$ cat src/rtl/sim_mem_rr_arbiter.sv
// Round-robin arbiter sharing one single-ported simulation SRAM among NumPorts request masters.
// Responses are steered back to the issuing port through a latency-matched {valid, idx} pipeline.
module sim_mem_rr_arbiter #(
   parameter int unsigned NumPorts   = 2,
   parameter int unsigned AddrWidth  = 48,
   parameter int unsigned DataWidth  = 64,
   parameter int unsigned MemLatency = 1
) (
   input  logic                            clk_i,
   input  logic                            rst_i,
   input  logic [NumPorts-1:0]             in_req_i,
   input  logic [NumPorts-1:0]             in_we_i,
   input  logic [NumPorts*AddrWidth-1:0]   in_addr_i,
   input  logic [NumPorts*DataWidth-1:0]   in_wdata_i,
   input  logic [NumPorts*DataWidth/8-1:0] in_be_i,
   output logic [NumPorts-1:0]             in_gnt_o,
   output logic [NumPorts-1:0]             in_rvalid_o,
   output logic [DataWidth-1:0]            in_rdata_o,
   output logic                            mem_req_o,
   output logic                            mem_we_o,
   output logic [AddrWidth-1:0]            mem_addr_o,
   output logic [DataWidth-1:0]            mem_wdata_o,
   output logic [DataWidth/8-1:0]          mem_be_o,
   input  logic [DataWidth-1:0]            mem_rdata_i,
   output logic [NumPorts*32-1:0]          grant_cnt_o
);

   localparam int unsigned IdxWidth = (NumPorts > 2) ? $clog2(NumPorts) : 1;
   localparam int unsigned BeWidth  = DataWidth / 8;

   logic [IdxWidth-1:0]   r_rr_ptr;
   logic [IdxWidth-1:0]   w_rr_ptr_d;
   logic [IdxWidth-1:0]   w_winner;
   logic                  w_found;
   logic                  w_mem_req;
   logic [NumPorts-1:0]   w_gnt;

   logic [MemLatency-1:0] r_pipe_vld;
   logic [IdxWidth-1:0]   r_pipe_idx [MemLatency];

   logic [31:0]           r_grant_cnt [NumPorts];

   // (base + off) mod NumPorts, valid for non-power-of-two port counts.
   function automatic logic [IdxWidth-1:0] wrap_idx(input logic [IdxWidth-1:0] base,
                                                    input int unsigned off);
      int unsigned sum;
      sum = 32'(base) + off;
      return IdxWidth'(sum % NumPorts);
   endfunction

   // Arbitration

   always_comb begin
      w_winner = r_rr_ptr;
      w_found  = 1'b0;
      for (int unsigned i = 0; i < NumPorts; i++) begin
         if (!w_found && in_req_i[wrap_idx(r_rr_ptr, i)]) begin
            w_found  = 1'b1;
            w_winner = wrap_idx(r_rr_ptr, i);
         end
      end
   end

   assign w_mem_req = (|in_req_i) & ~rst_i;

   always_comb begin
      w_gnt = '0;
      if (w_mem_req) begin
         w_gnt[w_winner] = 1'b1;
      end
   end

   assign in_gnt_o  = w_gnt;
   assign mem_req_o = w_mem_req;

   // Payload is zeroed when idle so the SRAM never sees a stale address.
   always_comb begin
      mem_we_o    = 1'b0;
      mem_addr_o  = '0;
      mem_wdata_o = '0;
      mem_be_o    = '0;
      if (w_mem_req) begin
         mem_we_o    = in_we_i[w_winner];
         mem_addr_o  = in_addr_i[w_winner*AddrWidth +: AddrWidth];
         mem_wdata_o = in_wdata_i[w_winner*DataWidth +: DataWidth];
         mem_be_o    = in_be_i[w_winner*BeWidth +: BeWidth];
      end
   end

   // Round-robin pointer

   always_comb begin
      w_rr_ptr_d = r_rr_ptr;
      if (w_mem_req) begin
         w_rr_ptr_d = wrap_idx(w_winner, 1);
      end
   end

   always_ff @(posedge clk_i) begin
      if (rst_i) begin
         r_rr_ptr <= '0;
      end else begin
         r_rr_ptr <= w_rr_ptr_d;
      end
   end

   // Response pipeline

   always_ff @(posedge clk_i) begin
      if (rst_i) begin
         r_pipe_vld <= '0;
         for (int unsigned s = 0; s < MemLatency; s++) begin
            r_pipe_idx[s] <= '0;
         end
      end else begin
         r_pipe_vld[0] <= w_mem_req;
         r_pipe_idx[0] <= w_winner;
         for (int unsigned s = 1; s < MemLatency; s++) begin
            r_pipe_vld[s] <= r_pipe_vld[s-1];
            r_pipe_idx[s] <= r_pipe_idx[s-1];
         end
      end
   end

   always_comb begin
      in_rvalid_o = '0;
      if (r_pipe_vld[MemLatency-1] && !rst_i) begin
         in_rvalid_o[r_pipe_idx[MemLatency-1]] = 1'b1;
      end
   end

   assign in_rdata_o = mem_rdata_i;

   // Grant counters

   always_ff @(posedge clk_i) begin
      if (rst_i) begin
         for (int unsigned k = 0; k < NumPorts; k++) begin
            r_grant_cnt[k] <= '0;
         end
      end else begin
         for (int unsigned k = 0; k < NumPorts; k++) begin
            if (w_gnt[k]) begin
               r_grant_cnt[k] <= r_grant_cnt[k] + 32'd1;
            end
         end
      end
   end

   always_comb begin
      grant_cnt_o = '0;
      for (int unsigned k = 0; k < NumPorts; k++) begin
         grant_cnt_o[k*32 +: 32] = r_grant_cnt[k];
      end
   end

endmodule

$ cat config.mk
export PLATFORM = sky130hd
export DESIGN_NAME = sim_mem_rr_arbiter
export DESIGN_NICKNAME = d
export VERILOG_FILES = /design/src/rtl/sim_mem_rr_arbiter.sv
export SDC_FILE = /design/constraint.sdc
export NUM_CORES = 1
export LEC_CHECK = 0
export CORE_AREA = 2 2 220 222
export CTS_BUF_LIST = sky130_fd_sc_hd__clkbuf_4
export DETAILED_ROUTE_END_ITERATION = 16
export DIE_AREA = 0 0 222 224
export HOLD_SLACK_MARGIN = 0.15
export PLACE_DENSITY = 0.48
export SYNTH_ARGS = -nofsm -noshare
export SYNTH_HDL_FRONTEND = slang
export SYNTH_SLANG_ARGS = --single-unit
$ cat constraint.sdc
create_clock -name clk_i -period 2.15 [get_ports clk_i]
set_input_delay 0.215 -clock clk_i [delete_from_list [all_inputs] [get_ports clk_i]]
set_output_delay 0.215 -clock clk_i [all_outputs]
set_load 0.02 [all_outputs]
Word-level counts from Yosys, hierarchy flattened --
Memories as Yosys holds them, arrays and structs flattened. Index checks and enable logic that the tools add are counted.
Storage, ports and cells: register bits 2, latch bits 0, bits in writable memories 65, ROM bits 0, input bits 310, output and inout bits 254, word-level logic and storage cells 61, memories kept 2
Cells by class: $add $sub $neg 4, multiply operators 1, divide/modulo/power cells 0, order comparisons 6, equality and inequality tests 0, shift-type cells 3, mux-type cells 31, bitwise logic cells 4, reduce and logical (&&, ||, !) cells 8
Memories:
- r_grant_cnt | words 2, bits a word 32, read ports 2, clocked after Yosys merged registers in 0, wr ports 2, RTL line 41 | logic [31:0] r_grant_cnt [NumPorts];
- r_pipe_idx | words 1, bits a word 1, read ports 1, clocked after Yosys merged registers in 0, wr ports 1, RTL line 39 | logic [IdxWidth-1:0] r_pipe_idx [MemLatency];
Operators by type and width (count):
- $shiftx A128 B8 Y64 | 1
- $shiftx A96 B8 Y48 | 1
- $add A32 B1 Y32 const B | 2
- $mux W32 | 2
- $mux W64 | 1
- $mux W48 | 1
- $mux W1 | 22
- $shiftx A16 B5 Y8 | 1
- $lt A1 B2 Y1 const B | 4
- $mux W8 | 1
- $logic_and A1 B1 Y1 | 4
- $mux W2 | 2
- $mul A1 B2 Y3 const B | 1
- $add A1 B1 Y1 const B | 2
- $demux W1 S1 | 2
- $ge A1 B1 Y1 const B | 2
- $logic_not A1 Y1 | 2
- $or A1 B1 Y1 | 2
- $reduce_or A2 Y1 | 1
- $and A1 B1 Y1 | 1
- $not A1 Y1 | 1
- $reduce_or A1 Y1 | 1

Logic depth before layout (Yosys ltp) --
depth in word-level cells 15, gate-level depth with buffers 7

Worst setup path after synthesis --
OpenSTA, ideal clock, no wires.
path kind flip-flop to flip-flop, start mem r_grant_cnt[0][0], end mem r_grant_cnt[0][26] (data pin), setup time 0.273 ns, data arrival time 1.935 ns, required time 1.877 ns, setup slack -0.058 ns, cell stages (with the launch flop) 7, buffers on the path 1, period minus slack after synthesis 2.208 ns, path through edfxtp_1 -> ha_1 -> nand4_1 -> or4_1 -> buf_2 -> o311ai_0 -> o41ai_1
RTL lines (RTL line):
- from (decl) | 41

Worst setup path after layout --
start reg r_rr_ptr, end out mem_addr_o[10]
On the way: cells in the longest elaborated chain, start to end 9
RTL lines:
- from (decl) | RTL line 31 | logic [IdxWidth-1:0] r_rr_ptr;
- from (signal assigned) | RTL line 103 | r_rr_ptr <= w_rr_ptr_d;
- $mux W1 (not written as such) (2 in a row) | RTL line 57 | if (!w_found && in_req_i[wrap_idx(r_rr_ptr, i)]) begin
- $mux W1 | RTL line 57
- $logic_not A1 Y1 | RTL line 57
- $logic_and A1 B1 Y1 | RTL line 57
- $mux W1 * | RTL line 57
- $mul A1 B2 Y3 * | RTL line 84 | mem_addr_o = in_addr_i[w_winner*AddrWidth +: AddrWidth];
- $shiftx A96 B8 Y48 * | RTL line 84
- $mux W48 * | RTL line 82 | if (w_mem_req) begin
- to (decl) | RTL line 21 | output logic [AddrWidth-1:0] mem_addr_o,
Mark *: on every way between the ends. The rest lies on a longest branch, timed or not. The select of a mux whose other input is x is not followed.

==> flow_summary_export.csv <==
group,metric,value,unit
cts,cts_buffers,9,
cts,clk_pin_slew,0.14,ns
critical_path,cp-end-kind,"output pin",
floorplanning,rows,80,
logic_synthesis,ys_types,41,
finish,fin_cells,1777,
finish,seq_area,1986,um^2
critical_path,cpMaxStageDelayCell,"dfxtp_4",
grt,gr-total-overflow,0,
logic_synthesis,synth_xor_area_share,3.165,%
cts,cts_tree,"yes",
pwr,power_density,412.0,nW/um^2
logic_synthesis,synthSimpleGateAreaFrac,23.12,%
critical_path,startpoint_type,"flip-flop",
grt,antenna_found_initial,9,
timing,hold_viol,0,
cts,clock_path_buffers,2,
logic_synthesis,synth_edf_count,64,
logic_synthesis,synth_adder_area_share,0.4521,%
finish,syn_to_final_growth,135.7,%
run,cap_violations,0,
cts,clk-insertion-delay-late,0.51,ns
timing,final.setup_skew,0.02941,ns
critical_path,arrival,2.04,ns
finish,utilization,27.56,%
critical_path,crit_buf_inv,6,
grt,grt_pass1_vias,7557,
placement,gp_congestion,0.8926,
placement,dp_hpwl,31660,um
timing,max_clock_freq,442.5,MHz
timing,hold_slack,0.4300,ns
critical_path,worstPathMaxFanout,6,
pwr,fin_total_pwr,5.376,mW
logic_synthesis,synth_top_family_by_area,"compound AO/OA/AOI/OAI gates",
logic_synthesis,synth_compound_area_share,24.57,%
timing,period_needed,2.260,ns
logic_synthesis,ys_seq_elements,67,
critical_path,path_common_cell,"buf_12",
pwr,p_int,3.370,mW
finish,layout.nets,1465,
pwr,power_frac_comb,53.6,%
floorplanning,dieArea,49730,um^2
timing,fin_tns_setup,-3.514,ns
logic_synthesis,synthMuxAreaShare,0.1808,%
pwr,p_clk_share,15.4,%
timing,fin_crit_sh,105.1,%
timing,drv_slew,0,
placement,placed_area,11340,um^2
pwr,p_switching,2.006,mW
pwr,seqPwrFrac,31.0,%
timing,worst_pin_slew,0.4644,ns
pwr,vdd_drop_max,188.5,uV
detailed_routing,routed_via_density,4.181,
placement,pre_cts_slack,-0.4065,ns
finish,design_area,13050,um^2
detailed_routing,ant_nets,0,
floorplanning,fp.dieH,224,um
logic_synthesis,ys_warn_count,0,
detailed_routing,wl_per_cell,22.51,um
hold_path,hp-class,"primary input to output pin",
critical_path,cp_cell_sequence,"buf_6 > a21oi_4 > buf_12 > buf_12 > buf_12 > nand2_2 > a21oi_2 > buf_4 > buf_12",
pwr,swShare,37.31,%
detailed_routing,route.final.wire_length,40000,um
logic_synthesis,synth-main-ff-cell,"edfxtp_1",
logic_synthesis,yosysSeqAreaShare,35.80,%
detailed_routing,via_count,7429,
floorplanning,core-area,47350,um^2
timing,setup_viol,76,
critical_path,criticalPathCategory,"flip-flop to output pin",
cts,htreeDepth,3,
floorplanning,pin_count,564,
placement,dp.cells,1716,
floorplanning,dieWidth,222,um
placement,io_buffers,435,
detailed_routing,drt-pass1-iter-count,5,
logic_synthesis,syn_nets,987,
logic_synthesis,synth_area,5535,um^2
detailed_routing,drtIter0Drc,437,
logic_synthesis,ys_async_sr_fraction,0,%
critical_path,crit_family,"buffers and inverters",
run_status,status,"complete, but fails checks",
finish,nFillCells,5007,
logic_synthesis,syn_avg_cell_area,8.200,um^2
grt,grt_max_degree,37,
finish,final_common_cell,"clkdlybuf4s50_1",
finish,drive_above_1_share,33.94,%
cts,cts.sinks,67,
finish,final_cell_mix,"310 x clkdlybuf4s50_1, 103 x buf_4, 93 x nand2_1",
grt,grt_pass1_wl,55260,um
timing,slew_headroom,69.04,%
logic_synthesis,synthCells,675,
detailed_routing,drc_errors,0,
finish,multiInputGateArea,3571,um^2
floorplanning,initial_core_util,11.69,%
cts,root_buffer,"clkbuf_4",
critical_path,cpPeakStageDelay,0.39,ns
timing,worst_slack,-0.1098,ns
run_status,violations,"setup timing",
pwr,power_leakage,4.990,nW
critical_path,required,1.93,ns
grt,grt_util_all_layers,15.56,%
timing,rsz0062_at_grt,"yes",
## per-layer routing
metal | track usage, % | part of all wire (%)
met1 | 19.15 | 42
met2 | 24.28 | 45
met3 | 7.922 | 12
met4 | 3.204 | 1.5
met5 | 0 | 0.14
## final cells by class
type	instances	share of cell area (%)
inverters	10	0.2877
clock buffers	10	0.5753
multi-input cells	487	27.37
diodes	4	0.07671
clock inverters	6	0.3164
flip-flops and latches	67	15.22
well taps	615	5.897
repair buffers	578	50.26
## registers in the layout, summed over array words and instances, names as in the netlist
signal / count
r_grant_cnt: 64
r_rr_ptr: 1
r_pipe_idx: 1
r_pipe_vld: 1
## power groups by stage
stage | Clock [mW] | Sequential (mW) | Combinational (mW)
after CTS | 0.894 | 1.67 | 2.90
final | 0.828 | 1.66 | 2.88
after global routing | 0.938 | 1.69 | 3.04
after global placement | 0 | 1.69 | 2.44
after detailed placement | 0 | 1.69 | 2.44
after floorplan | 0 | 1.82 | 0.828
## synthesized netlist by cell type, types with 3 or more instances
master	n	area, um^2
nand2_1	122	457.9
a21oi_1	80	400.4
a22o_1	74	648.1
buf_4	65	488.0
edfxtp_1	64	1922
clkbuf_1	35	131.4
nor2_1	32	120.1
nand3_1	21	105.1
o21ai_0	20	100.1
or3_1	16	100.1
or4_1	16	120.1
nand4_1	15	93.84
xnor2_1	14	122.6
o31ai_1	13	97.59
inv_1	10	37.54
and4_1	7	61.31
buf_1	7	26.28
nor3_1	7	35.03
nor4_1	6	37.54
xor2_1	6	52.55
and2_1	4	25.02
and3_1	4	25.02
buf_2	4	20.02
nand2b_1	4	25.02
a31oi_1	3	18.77
a41o_1	3	30.03
dfxtp_1	3	60.06
o311ai_0	3	26.28
## cells by family after synthesis
family          count (synthesis)
compound gates                201
xor+xnor                       20
fa+ha+maj                       2
buf+inv                       121
flops                          67
mux                             1
simple gates                  263
## worst paths after layout
| path | from | endpoint | slack, ns | cells past startpoint |
|---|---|---|---|---|
| max | r_rr_ptr | mem_addr_o[10] | -0.11 | 9 |
| min | mem_rdata_i[18] | in_rdata_o[18] | 0.43 | 0 |
| max reg2reg | r_grant_cnt[0][0] | r_grant_cnt[0][28] | 0.07 | 5 |
| min reg2reg | r_rr_ptr | r_rr_ptr | 0.60 | 2 |
## repair_timing
action / 4_1_cts / 5_1_grt
setup buffers: 43 / 5
pin swaps: 55 / 38
hold buffers: 0 / 0
gates resized for setup: 551 / 51
gates cloned: 13 / 0
endpoints found under the setup margin: 122 / 132
## worst register-to-register path: stages (launching register included)
cell and delay (ns):
edfxtp_1 0.44, ha_2 0.21, nand4_1 0.15, or4_4 0.55, or4_1 0.44, a21oi_1 0.16
(Power assumes the default switching activity.)
